===== src/rtl/fwd_scoreboard_pkg.sv =====
// fwd_scoreboard_pkg
//   Shared definitions for the operand-forwarding / load-use hazard unit.
//   - Default parameter values for the LC-3b datapath configuration.
//   - fwd_entry_t: in-flight destination tag at the default register width.
//     The decoder side uses this view. The scoreboard itself keeps a
//     REG_W-parametrised copy of the same layout.
//   - sat_inc16: saturating 16-bit event counter step.
package fwd_scoreboard_pkg;

    localparam int FWD_DATA_W_DEF     = 16;
    localparam int FWD_REG_W_DEF      = 3;
    localparam int FWD_DEPTH_DEF      = 3;
    localparam int FWD_NUM_SRC_DEF    = 2;
    localparam int FWD_KILL_DEPTH_DEF = 1;

    localparam logic [15:0] FWD_CNT_MAX = 16'hFFFF;

    typedef struct packed {
        logic                     v;
        logic [FWD_REG_W_DEF-1:0] dest;
    } fwd_entry_t;

    function automatic logic [15:0] sat_inc16(input logic [15:0] cnt, input logic en);
        return (en && (cnt != FWD_CNT_MAX)) ? cnt + 16'd1 : cnt;
    endfunction

endpackage


===== src/rtl/fwd_scoreboard_lookup.sv =====
// fwd_lookup
//   Combinational priority match for one source operand against the
//   in-flight destination tags. The lowest-index (youngest) valid match
//   decides the result, even when that producer's data is not yet final.
// Ports:
//   ent_v / ent_dest      valid bits and destination tags, index 0 = youngest
//   stage_data / _ok      per-stage result values and their final flags
//   sel / used            source register and whether it is actually read
//   rf_data               register-file value, used when nothing forwards
//   data / hit / pending  operand, served-from-stage flag, youngest match not ready
module fwd_lookup
    import fwd_scoreboard_pkg::*;
#(
    parameter int DATA_W = FWD_DATA_W_DEF,
    parameter int REG_W  = FWD_REG_W_DEF,
    parameter int DEPTH  = FWD_DEPTH_DEF
) (
    input  logic [DEPTH-1:0]        ent_v,
    input  logic [DEPTH*REG_W-1:0]  ent_dest,
    input  logic [DEPTH*DATA_W-1:0] stage_data,
    input  logic [DEPTH-1:0]        stage_data_ok,
    input  logic [REG_W-1:0]        sel,
    input  logic                    used,
    input  logic [DATA_W-1:0]       rf_data,
    output logic [DATA_W-1:0]       data,
    output logic                    hit,
    output logic                    pending
);

    logic found;

    always_comb begin
        data    = rf_data;
        hit     = 1'b0;
        pending = 1'b0;
        found   = 1'b0;
        // The first match in index order stops the search, so an older
        // ready producer never overrides a younger one that is still pending.
        for (int i = 0; i < DEPTH; i++) begin
            if (!found && used && ent_v[i] && (ent_dest[i*REG_W +: REG_W] == sel)) begin
                found = 1'b1;
                if (stage_data_ok[i]) begin
                    data = stage_data[i*DATA_W +: DATA_W];
                    hit  = 1'b1;
                end else begin
                    pending = 1'b1;
                end
            end
        end
    end

endmodule


===== src/rtl/fwd_scoreboard.sv =====
// fwd_scoreboard
//   Operand-forwarding and load-use hazard unit between the ID/EX latch and
//   the ALU/address-gen inputs. It tracks the destination tags of the
//   instructions in the DEPTH stages after EX, forwards the youngest ready
//   producer to each source operand, and stalls when the youngest producer
//   has not finished yet.
// Ports:
//   clk, reset_n           clock, asynchronous active-low reset
//   adv                    pipeline advances (0 = hold all entries)
//   flush                  redirect; entries 0..KILL_DEPTH-1 are killed
//   issue_valid/_wr/_dest  instruction currently in ID/EX
//   stage_data, stage_data_ok  per-stage results and their final flags
//   src_sel, src_used, src_rf_data  source lookups and register-file values
//   src_data, fwd_hit      forwarded operands, per-source forward flags
//   hazard_stall           hold ID/EX and upstream, bubble into stage 0
//   stall_cnt, fwd_cnt     saturating event counters
module fwd_scoreboard
    import fwd_scoreboard_pkg::*;
#(
    parameter int DATA_W     = FWD_DATA_W_DEF,
    parameter int REG_W      = FWD_REG_W_DEF,
    parameter int DEPTH      = FWD_DEPTH_DEF,
    parameter int NUM_SRC    = FWD_NUM_SRC_DEF,
    parameter int KILL_DEPTH = FWD_KILL_DEPTH_DEF
) (
    input  logic                      clk,
    input  logic                      reset_n,
    input  logic                      adv,
    input  logic                      flush,
    input  logic                      issue_valid,
    input  logic                      issue_wr,
    input  logic [REG_W-1:0]          issue_dest,
    input  logic [DEPTH*DATA_W-1:0]   stage_data,
    input  logic [DEPTH-1:0]          stage_data_ok,
    input  logic [NUM_SRC*REG_W-1:0]  src_sel,
    input  logic [NUM_SRC-1:0]        src_used,
    input  logic [NUM_SRC*DATA_W-1:0] src_rf_data,
    output logic [NUM_SRC*DATA_W-1:0] src_data,
    output logic                      hazard_stall,
    output logic [NUM_SRC-1:0]        fwd_hit,
    output logic [15:0]               stall_cnt,
    output logic [15:0]               fwd_cnt
);

    typedef struct packed {
        logic             v;
        logic [REG_W-1:0] dest;
    } entry_t;

    entry_t ent_q [DEPTH];
    entry_t ent_d [DEPTH];

    logic [15:0] stall_cnt_q, stall_cnt_d;
    logic [15:0] fwd_cnt_q, fwd_cnt_d;

    logic [DEPTH-1:0]       ent_v;
    logic [DEPTH*REG_W-1:0] ent_dest;
    logic [NUM_SRC-1:0]     pending;

    always_comb begin
        ent_v    = '0;
        ent_dest = '0;
        for (int i = 0; i < DEPTH; i++) begin
            ent_v[i]                    = ent_q[i].v;
            ent_dest[i*REG_W +: REG_W]  = ent_q[i].dest;
        end
    end

    for (genvar g = 0; g < NUM_SRC; g++) begin : g_src
        fwd_lookup #(
            .DATA_W (DATA_W),
            .REG_W  (REG_W),
            .DEPTH  (DEPTH)
        ) u_lookup (
            .ent_v         (ent_v),
            .ent_dest      (ent_dest),
            .stage_data    (stage_data),
            .stage_data_ok (stage_data_ok),
            .sel           (src_sel[g*REG_W +: REG_W]),
            .used          (src_used[g]),
            .rf_data       (src_rf_data[g*DATA_W +: DATA_W]),
            .data          (src_data[g*DATA_W +: DATA_W]),
            .hit           (fwd_hit[g]),
            .pending       (pending[g])
        );
    end

    assign hazard_stall = issue_valid & (|pending);

    always_comb begin
        for (int i = 0; i < DEPTH; i++) begin
            ent_d[i] = ent_q[i];
        end
        if (adv) begin
            for (int i = 1; i < DEPTH; i++) begin
                ent_d[i] = ent_q[i-1];
            end
            // A stalled instruction stays in ID/EX, so stage 0 gets a bubble.
            ent_d[0].v    = issue_valid & issue_wr & ~hazard_stall & ~flush;
            ent_d[0].dest = issue_dest;
        end
        // Applied after the shift, so with adv=1 the killed window covers
        // the younger instructions that moved in this edge.
        if (flush) begin
            for (int i = 0; i < KILL_DEPTH; i++) begin
                ent_d[i].v = 1'b0;
            end
        end
    end

    assign stall_cnt_d = sat_inc16(stall_cnt_q, hazard_stall);
    assign fwd_cnt_d   = sat_inc16(fwd_cnt_q, |fwd_hit);

    always_ff @(posedge clk or negedge reset_n) begin
        if (!reset_n) begin
            for (int i = 0; i < DEPTH; i++) begin
                ent_q[i] <= '0;
            end
            stall_cnt_q <= '0;
            fwd_cnt_q   <= '0;
        end else begin
            for (int i = 0; i < DEPTH; i++) begin
                ent_q[i] <= ent_d[i];
            end
            stall_cnt_q <= stall_cnt_d;
            fwd_cnt_q   <= fwd_cnt_d;
        end
    end

    assign stall_cnt = stall_cnt_q;
    assign fwd_cnt   = fwd_cnt_q;

endmodule


===== config.mk =====
export PLATFORM = sky130hd
export DESIGN_NAME = fwd_scoreboard
export DESIGN_NICKNAME = d
export VERILOG_FILES = /design/src/rtl/fwd_scoreboard_pkg.sv /design/src/rtl/fwd_scoreboard_lookup.sv /design/src/rtl/fwd_scoreboard.sv
export SDC_FILE = /design/constraint.sdc
export NUM_CORES = 1
export LEC_CHECK = 0
export CORE_ASPECT_RATIO = 1.1
export CORE_MARGIN = 4
export CORE_UTILIZATION = 47
export CTS_CLUSTER_SIZE = 24
export DETAILED_ROUTE_END_ITERATION = 6
export GPL_ROUTABILITY_DRIVEN = 0
export PLACE_DENSITY = 0.88
export SLEW_MARGIN = 20
export SYNTH_ARGS = -nofsm -noshare
export SYNTH_HDL_FRONTEND = slang
export SYNTH_HIERARCHICAL = 1
export SYNTH_SLANG_ARGS = --single-unit

===== constraint.sdc =====
create_clock -name clk -period 4.6 [get_ports clk]
set_input_delay 0.46 -clock clk [delete_from_list [all_inputs] [get_ports clk]]
set_output_delay 0.46 -clock clk [all_outputs]
set_load 0.05 [all_outputs]

Word level (Yosys, flattened, before mapping)
Cells that the tools add are included.
{"block": "word_totals", "ff_bits": 44, "inputBits": 100, "output_inout_bits": 67, "word_cells": 89}
{"block": "op_classes", "addsub": 2, "n_eq_ne": 8, "muxes": 40, "bitwise": 6, "n_reduce_logical": 25}
{"operator": "16-bit 2-to-1 mux", "n": 12}
{"operator": "16-bit by 1-bit adder with 16-bit output, second input constant", "n": 2}
{"operator": "16-bit inequality test, second input constant", "n": 2}
{"operator": "1-bit 2-to-1 mux", "n": 27}
{"operator": "3-bit equality test", "n": 6}
{"operator": "1-bit logical AND", "n": 18}
{"operator": "12-bit 2-to-1 mux", "n": 1}
{"operator": "1-bit AND", "n": 4}
{"operator": "1-bit zero test", "n": 4}
{"operator": "2-bit OR reduction", "n": 2}
{"operator": "1-bit NOT", "n": 2}
{"operator": "2-bit nonzero test", "n": 1}

Logic depth before layout (Yosys ltp)
Gate-level depths: netlist of run 1.
{"block": "logic_depth", "depth_word": 20, "depth_mapped": 10, "depth_no_buf": 10}

Hierarchy
The synthesis of run 1 kept the hierarchy.
{"mod": "fwd_scoreboard", "instances": 1, "cells_each": 176, "area_per_inst_um2": 2078.2, "seq_area_each_um2": 1101.1}
{"mod": "fwd_lookup", "instances": 2, "cells_each": 114, "area_per_inst_um2": 863.3, "seq_area_each_um2": 0.0}

Worst setup path before layout of run 1
No wires, ideal clock.
{"block": "synth_timing", "kind": "input to register", "startpoint": "in src_sel[4]", "endpoint": "reg fwd_cnt_q[9], in the netlist fwd_cnt[9]", "arrival_ns": 2.819, "t_required_ns": 4.458, "setup_slack_ns": 1.639, "cell_stages": 10, "path_buffers": 2, "path_cell_list": "xor2_1 -> nor4_2 -> nand2_2 -> buf_6 -> clkbuf_1 -> nand3_1 -> o21ai_0 -> nor3_1 -> nand4_1 -> xnor2_1"}
{"block": "synth_via", "elab_chain_cells": 15, "elab_cells_between_ends": 21, "classes_between": "3 x eq/ne; 7 x mux; 11 x reduce/logical"}
{"item": "from (decl)", "line_no": "fwd_scoreboard.sv:35", "source": "input logic [NUM_SRC*REG_W-1:0] src_sel,"}
{"item": "3-bit equality test", "line_no": "fwd_scoreboard_lookup.sv:40", "source": "if (!found && used && ent_v[i] && (ent_dest[i*REG_W +: REG_W] == sel)) begin"}
{"item": "1-bit logical AND", "line_no": "fwd_scoreboard_lookup.sv:40"}
{"item": "1-bit 2-to-1 mux", "line_no": "fwd_scoreboard_lookup.sv:40"}
{"item": "1-bit zero test", "line_no": "fwd_scoreboard_lookup.sv:40"}
{"item": "1-bit logical AND (3 in series)", "line_no": "fwd_scoreboard_lookup.sv:40"}
{"item": "1-bit 2-to-1 mux", "line_no": "fwd_scoreboard_lookup.sv:40"}
{"item": "1-bit zero test", "line_no": "fwd_scoreboard_lookup.sv:40"}
{"item": "1-bit logical AND (3 in series)", "line_no": "fwd_scoreboard_lookup.sv:40"}
{"item": "1-bit 2-to-1 mux *", "line_no": "fwd_scoreboard_lookup.sv:40"}
{"item": "net fwd_hit[1]", "line_no": "fwd_scoreboard.sv:40", "source": "output logic [NUM_SRC-1:0] fwd_hit,"}
{"item": "2-bit OR reduction *", "line_no": "fwd_scoreboard.sv:112", "source": "assign fwd_cnt_d = sat_inc16(fwd_cnt_q, |fwd_hit);"}
{"item": "1-bit logical AND *", "line_no": "fwd_scoreboard_pkg.sv:24", "source": "return (en && (cnt != FWD_CNT_MAX)) ? cnt + 16'd1 : cnt;"}
{"item": "to (signal assigned)", "line_no": "fwd_scoreboard.sv:126", "source": "fwd_cnt_q <= fwd_cnt_d;"}
{"item": "to (decl)", "line_no": "fwd_scoreboard.sv:54", "source": "logic [15:0] fwd_cnt_q, fwd_cnt_d;"}
The timed path passes the listed nets; every way through them passes the cells marked *.
A chain may end at the register's enable or synchronous reset.

Worst setup path in the final report of run 1
{"block": "layout_timing", "startpoint": "in src_used[0]", "endpoint": "out src_data[9]"}
{"block": "layout_via", "elab_chain_cells": 13, "elab_cells_between_ends": 17, "classes_between": "7 x mux; 10 x reduce/logical"}
{"item": "from (decl)", "line_no": "fwd_scoreboard.sv:36", "source": "input logic [NUM_SRC-1:0] src_used,"}
{"item": "1-bit logical AND (2 in series)", "line_no": "fwd_scoreboard_lookup.sv:40"}
{"item": "1-bit 2-to-1 mux", "line_no": "fwd_scoreboard_lookup.sv:40"}
{"item": "1-bit zero test", "line_no": "fwd_scoreboard_lookup.sv:40"}
{"item": "1-bit logical AND (3 in series)", "line_no": "fwd_scoreboard_lookup.sv:40"}
{"item": "1-bit 2-to-1 mux", "line_no": "fwd_scoreboard_lookup.sv:40"}
{"item": "1-bit zero test", "line_no": "fwd_scoreboard_lookup.sv:40"}
{"item": "1-bit logical AND (3 in series)", "line_no": "fwd_scoreboard_lookup.sv:40"}
{"item": "16-bit 2-to-1 mux *", "line_no": "fwd_scoreboard_lookup.sv:40"}
{"item": "to (decl)", "line_no": "fwd_scoreboard.sv:38", "source": "output logic [NUM_SRC*DATA_W-1:0] src_data,"}
Every way passes the cells marked *; elsewhere a longest branch is shown, timed or not.

==> summary.md, run 1 <==
| Metric | Value |
|---|---|
| Status | completed |
| Crit path time final | slightly above 4000 ps |
| Initial Utilization | 48.1% |
| Critical path class | in2out |
| Root buf cell | clkbuf_8 |
| Area contributors post-synth | dfrtp_1 29%, o41ai_2 14%, nor2_1 7.4% |
| H-tree levels | 2 |
| First-pass DRT Iterations | 5 |
| Util after Layout | 70.3% |
| Largest stage delay, worst path | 880 ps |
| Mux contribution to synthesized area | 4.44% |
| Worst path bufs/invs | 2 |
| ANT cells | 0 |
| Drt drc | 0 |
| HPWL after DPL | 9410 um |
| Hold Crit Class | in2async |
| Total track usage | 24.2% |
| R2R depth | 8 |
| Top Family by Delay on Critical Path | buffers and inverters |
| Die width | 93.8 um |
| Max Root-Sink Buffers | 2 |
| Reg2reg setup slack | 1740 ps |
| # hold bufs at CTS | 0 |
| Worst Skew | 5.48 ps |
| Post-Synthesis Cells | 404 |
| Synth-to-layout area growth | 46.1% |
| CP max-delay cell | clkdlybuf4s50_1 |
| Critical path capture point type | output port |
| Synth top area share | 28.9% |
| DR vias | 3726 |
| Core area | just under 8000 um^2 |
| Top-count cell post-synth | nor2_1 |
| Setup bufs post-CTS | 0 |
| Clk slew on worst S/H paths | 70 ps |
| Mapped cell area | 3800 um^2 |
| PwrDens | around 200 nW/um^2 |
| Die area | 9600 um^2 |
| Final worst-path cycle share | 88.3% |
| TritonCTS clock tree | done |
| Mean post-synth cell area | between 9 and 10 um^2 |
| Vias in the first global route | 3830 |
| Post-Synth Adder-Cell Area | 0.658% |
| Post-synthesis async set-or-reset flop share | 100% |
| Maxcap violations | 0 |
| FILL cells | 615 |
| First-pass GRT wire length | 18800 um |
| Synth Register Bits | 44 |
| Final Max Tran Viols | 0 |
| FMAX | 246 MHz |
| Area leader, netlist | dfrtp_1 |
| Yosys cell types | 50 |
| Number of synthesized flops with an enable pin | 0 |
| Reg2reg start | ent_dest[1]$_DFFE_PN0P_ |
| Congestion Overflow GR | 0 |
| Nets | 662 |
| Main synth FF type | dfrtp_1 |
| Die Y-Extent | about 100 um |
| CP max FO | 33 |
| Fin Setup TNS | 0 ps |
| Layout cells sized above 1 | between 10 and 15% |
| Simple-gate share of the synthesized area | about 35% |
| Total Wirelength | between 10000 and 15000 um |
| Leak Pwr | 2.27 nW |
| Synth Area in XOR/XNOR | 9.44% |
| Largest family of logic cells by synthesized area | simple AND/OR/NAND/NOR gates |
| RSZ-0062 raised after global routing | no |
| Worst EP arrival | roughly 3600 ps |
| Critical path launch point type | primary input |
| Levels on crit path | 7 |
| Top Ports | 167 |
| CTS Buf Count | 5 |
| Max VDD drop | 0.000325 V |
| Required @ worst endpoint | about 4100 ps |
| Most common library cells after synthesis | 75 x nor2_1, 49 x nand2_1, 44 x dfrtp_1 |
| Synth warnings | 6 |
| Via density | 5.59 |
| # setup viols final | 0 |
| RR Endpoint | fwd_cnt[8]$_DFFE_PN0P_ |
| Final hold slack | 304 ps |
| Worst slew pin tran | 923 ps |
| Antenna violations before repair | 0 |
| Resize count post-CTS | 0 |
| Post-DRT Antenna Nets | 0 |
| Per-cell routed wire length | ~18 um |
| Setup crit end | src_data[9] |
| DR iter-0 viols | 95 |
| Largest net degree at the start of global routing | 45 |
| Placed insts | 661 |
| CP startpoint | src_used[0] |
| TritonCTS sink count | 44 |
| Relative slew margins | 38.5% |
| # rows | 34 |
| Synth Net Count | 506 |
| Clock Latency Late Sink | 290 ps |
| Compound-gate portion of the synthesized area | 17.2% |
| IO buf count | 166 |
| Post-route insts no fill | 667 |
| Register area share after synthesis | 28.9% |
| Worst path cell trace | clkdlybuf4s50_1, nand2_2, nor4_2, nand2_2, and3b_1, o41ai_2, clkdlybuf4s50_1 |
| Final Hold Fails | 0 |
==> power breakdown <==
group / switching, W / total (W) / internal (W)
Combinational: 0.000205 / 0.000396 / 0.000191
Clock: 0.000115 / 0.000271 / 0.000156
Sequential: 0.0000375 / 0.000450 / 0.000413
==> area by class of cell <==
| cell class | count | area [um^2] | area share, % |
|---|---|---|---|
| Clock inverter | 1 | 30.0 | 0.540 |
| Multi-Input combinational cell | 333 | 2520 | 45.4 |
| Inverter | 8 | 30.0 | 0.540 |
| Timing Repair Buffer | 168 | 1670 | 30.1 |
| Clock buffer | 5 | 68.8 | 1.24 |
| Tap cell | 108 | 135 | 2.43 |
| Sequential cell | 44 | 1100 | 19.8 |
==> cells in the final DEF, fill, tap and decap left out, drive strengths merged, types with 2 or more instances in the layout <==
master / count
xnor2: 24
nor4b: 3
and3b: 32
o22ai: 2
inv: 8
nand3: 10
nor2: 75
clkdlybuf4s50: 165
or2: 2
clkbuf: 5
o21ai: 4
nor3: 7
and4: 8
mux2: 15
a31oi: 3
o41ai: 32
nor4: 9
a21oi: 4
ha: 2
dfrtp: 44
o211ai: 3
xor2: 17
nand4: 16
o21a: 2
nand2: 53
buf: 3
or4: 2
==> flip-flops by register name, indices dropped and copies added, names as in the netlist <==
name	flops
ent_q	3
fwd_cnt	16
stall_cnt	16
ent_dest	9
==> worst reg2reg max path, delay by kind of cell, from the launching register on <==
| kind | cells | cell delay, ps |
|---|---|---|
| AO/OA/AOI/OAI | 1 | 480 |
| XOR/XNOR | 2 | 360 |
| flip-flops | 1 | 430 |
| AND/OR/NAND/NOR | 5 | 1470 |
==> kinds of logic after synthesis <==
group                      count (synthesis)
adders and majority gates                  2
buffers and inverters                     27
xor gates and xnor gates                  41
muxes                                     15
AOI/OAI and AO/OA                         53
DFF                                       44
and+or+nand+nor                          222
==> per-layer routing <==
metal  routed length, um  up-vias  global-route usage [%]
met3                1020       29                    6.41
met4                 400        0                    9.56
met5                   0        -                       0
met1                4700     1751                    28.8
met2                5860      159                    41.8
li1                    -     1787                       -
==> how the worst min path moves through the flow <==
stage | slack (ps) | endpoint | depth (start not counted) | startpoint
floorplan | 160 | ent_dest[0]$_DFFE_PN0P_ | 0 | reset_n
global placement | 480 | fwd_cnt[15]$_DFFE_PN0P_ | 1 | fwd_cnt[15]$_DFFE_PN0P_
detailed placement | 490 | fwd_cnt[15]$_DFFE_PN0P_ | 1 | fwd_cnt[15]$_DFFE_PN0P_
CTS | 340 | fwd_cnt[7]$_DFFE_PN0P_ | 1 | reset_n
global route | 390 | fwd_cnt[7]$_DFFE_PN0P_ | 1 | reset_n
finish | 300 | fwd_cnt[7]$_DFFE_PN0P_ | 1 | reset_n
==> stage by stage <==
step / total power (W) / setup slack (ps) / cell area [um^2]
floorplan: 0.000662 / 1640 / 3800
global placement: 0.000844 / 610 / 5460
detailed placement: 0.000853 / 532 / 5460
CTS: 0.00113 / 533 / 5560
global route: 0.00117 / 337 / 5560
finish: 0.00112 / 538 / 5560
Power figures use the tool's default switching activity.
==> run 2, diff against run 1 <==
--- a/config.mk
+++ b/config.mk
@@ -11,7 +11,7 @@
 export CTS_CLUSTER_SIZE = 24
 export DETAILED_ROUTE_END_ITERATION = 6
 export GPL_ROUTABILITY_DRIVEN = 0
-export PLACE_DENSITY = 0.88
+export PLACE_DENSITY_LB_ADDON = 0.15
 export SLEW_MARGIN = 20
 export SYNTH_ARGS = -nofsm -noshare
 export SYNTH_HDL_FRONTEND = slang
==> summary.md, run 2 (same netlist as run 1, synthesis figures left out) <==
| Metric | Value |
|---|---|
| Congestion Overflow GR | 0 |
| Via density | ~5.6 |
| Clock Latency Late Sink | around 300 ps |
| Commonest cells after routing, fill and taps aside | 165 x clkdlybuf4s50_1, 75 x nor2_1, 49 x nand2_1 |
| CP max-delay cell | clkdlybuf4s50_1 |
| Required @ worst endpoint | 4140 ps |
| Util after Layout | a little over two thirds |
| Critical path class | in2out |
| Maxcap violations | 0 |
| Critical path capture point type | output port |
| RSZ-0062 raised after global routing | no |
| Synth-to-layout area growth | 46.7% |
| Post-DRT Antenna Nets | 0 |
| TritonCTS clock tree | done |
| First-pass DRT Iterations | 4 |
| CTS Buf Count | 5 |
| # setup viols final | 0 |
| Core area | 7910 um^2 |
| Vias in the first global route | between 3000 and 4000 |
| Worst Skew | 7.99 ps |
| # hold bufs at CTS | 0 |
| Clock power frac | 26.6% |
| Final Hold Fails | 0 |
| Worst path cell trace | clkdlybuf4s50_1, nand2_2, nor4_2, nand2_2, and3b_1, o41ai_2, clkdlybuf4s50_1 |
| Combinational share of power | 34.3% |
| DP Area | approximately 5500 um^2 |
| PwrDens | 206 nW/um^2 |
| Final Max Tran Viols | 0 |
| Crit path time final | 4040 ps |
| ANT cells | 0 |
| CP max FO | 33 |
| Largest net degree at the start of global routing | 45 |
| Drt drc | 0 |
| Antenna violations before repair | 0 |
| DR vias | ~3700 |
| Sequential Power Share | approximately 39% |
| Top Ports | 167 |
| Clk slew on worst S/H paths | 90 ps |
| Final worst-path cycle share | slightly below 90% |
| FMAX | ~250 MHz |
| Critical path launch point type | primary input |
| H-tree levels | 2 |
| R2R depth | 9 |
| Max VDD drop | 0.000225 V |
| Leak Pwr | 2.28 nW |
| Setup bufs post-CTS | 0 |
| Switching part of the total | 33.4% |
| IO buf count | 166 |
| # rows | 34 |
| First-pass GRT wire length | 18600 um |
| Nets | approximately 660 |
| HPWL after DPL | approximately 9000 um |
| Most common cell after layout, fill and taps aside | clkdlybuf4s50_1 |
| Die width | approximately 94 um |
| Relative slew margins | 37.1% |
| Total Wirelength | 11900 um |
| Pint | 0.000768 W |
| DR iter-0 viols | slightly below 100 |
| Net Sw Power | 0.000385 W |
| Layout cells sized above 1 | approximately 14% |
| Final Cell Area | between 5000 and 6000 um^2 |
| Per-cell routed wire length | roughly 18 um |
| Fin Setup TNS | 0 ps |
| Worst EP arrival | 3580 ps |
| Max Root-Sink Buffers | 2 |
| Die Y-Extent | 102 um |
| Initial Utilization | between 40% and 50% |
| Die area | 9600 um^2 |
| Status | completed |
| Total track usage | about a quarter |
| TritonCTS sink count | 44 |
| Hold Crit Class | in2async |
| Largest stage delay, worst path | 900 ps |
| Root buf cell | clkbuf_8 |
| Worst slew pin tran | between 900 and 1000 ps |
| Resize count post-CTS | 0 |
[run 2: through the flow]
| stage | power, W | std cells | worst slack, ps | hold WS [ps] |
|---|---|---|---|---|
| final | 0.00115 | 670 | 560 | 291 |
| after global routing | 0.00120 | 670 | 422 | 370 |
| after CTS | 0.00116 | 670 | 537 | 333 |
| after detailed placement | 0.000854 | 662 | 544 | 502 |
| after global placement | 0.000843 | 662 | 609 | 478 |
| after floorplan | 0.000662 | 404 | 1640 | 164 |
[run 2: critical path: cells and delay by family]
kind | cells | cell delay, ps
and+or+nand+nor | 4 | 1320
buffers and inverters | 2 | 1490
AOI/OAI and AO/OA | 1 | 300
[run 2: power by group through the flow]
stage                     clock [W]  combinational, W  sequential (W)
after global routing       0.000329          0.000419        0.000455
after CTS                  0.000311          0.000398        0.000451
after detailed placement          0          0.000396        0.000458
after floorplan                   0          0.000170        0.000493
final                      0.000307          0.000395        0.000451
after global placement            0          0.000387        0.000456
[run 2: metal layers]
metal | share of wire [%] | global-route usage (%)
met1 | 41 | 29.8
met2 | 49 | 42.1
met3 | 6.7 | 4.57
met4 | 3.0 | 8.22
met5 | 0 | 0
[run 2: final timing paths]
path                                         startpoint                  endpoint  slack [ps]
worst max-delay path                        src_used[0]              src_data[11]         560
worst min-delay path                            reset_n  stall_cnt[0]$_DFFE_PN0P_         290
worst max register to register  ent_dest[1]$_DFFE_PN0P_    fwd_cnt[8]$_DFFE_PN0P_        1610
worst min register to register  fwd_cnt[15]$_DFFE_PN0P_   fwd_cnt[15]$_DFFE_PN0P_         510
max in group asynchronous                       reset_n   fwd_cnt[10]$_DFFE_PN0P_        3710
min in group clk                fwd_cnt[15]$_DFFE_PN0P_   fwd_cnt[15]$_DFFE_PN0P_         510
[run 2: cell type report]
class                           instances  area [um^2]
Clock buffer                            5         68.8
Clock inverter                          3         46.3
Fill cell                             631         2330
Inverter                                8         30.0
Multi-Input combinational cell        333         2520
Sequential cell                        44         1100
Tap cell                              108          135
Timing Repair Buffer                  169         1680
==> run 3, diff against run 2 <==
--- a/config.mk
+++ b/config.mk
@@ -5,6 +5,7 @@
 export SDC_FILE = /design/constraint.sdc
 export NUM_CORES = 1
 export LEC_CHECK = 0
+export ABC_CLOCK_PERIOD_IN_PS = 4600
 export CORE_ASPECT_RATIO = 1.1
 export CORE_MARGIN = 4
 export CORE_UTILIZATION = 47
==> results of run 3 <==
The final DEF is identical to that of run 2; final timing and power are the same.
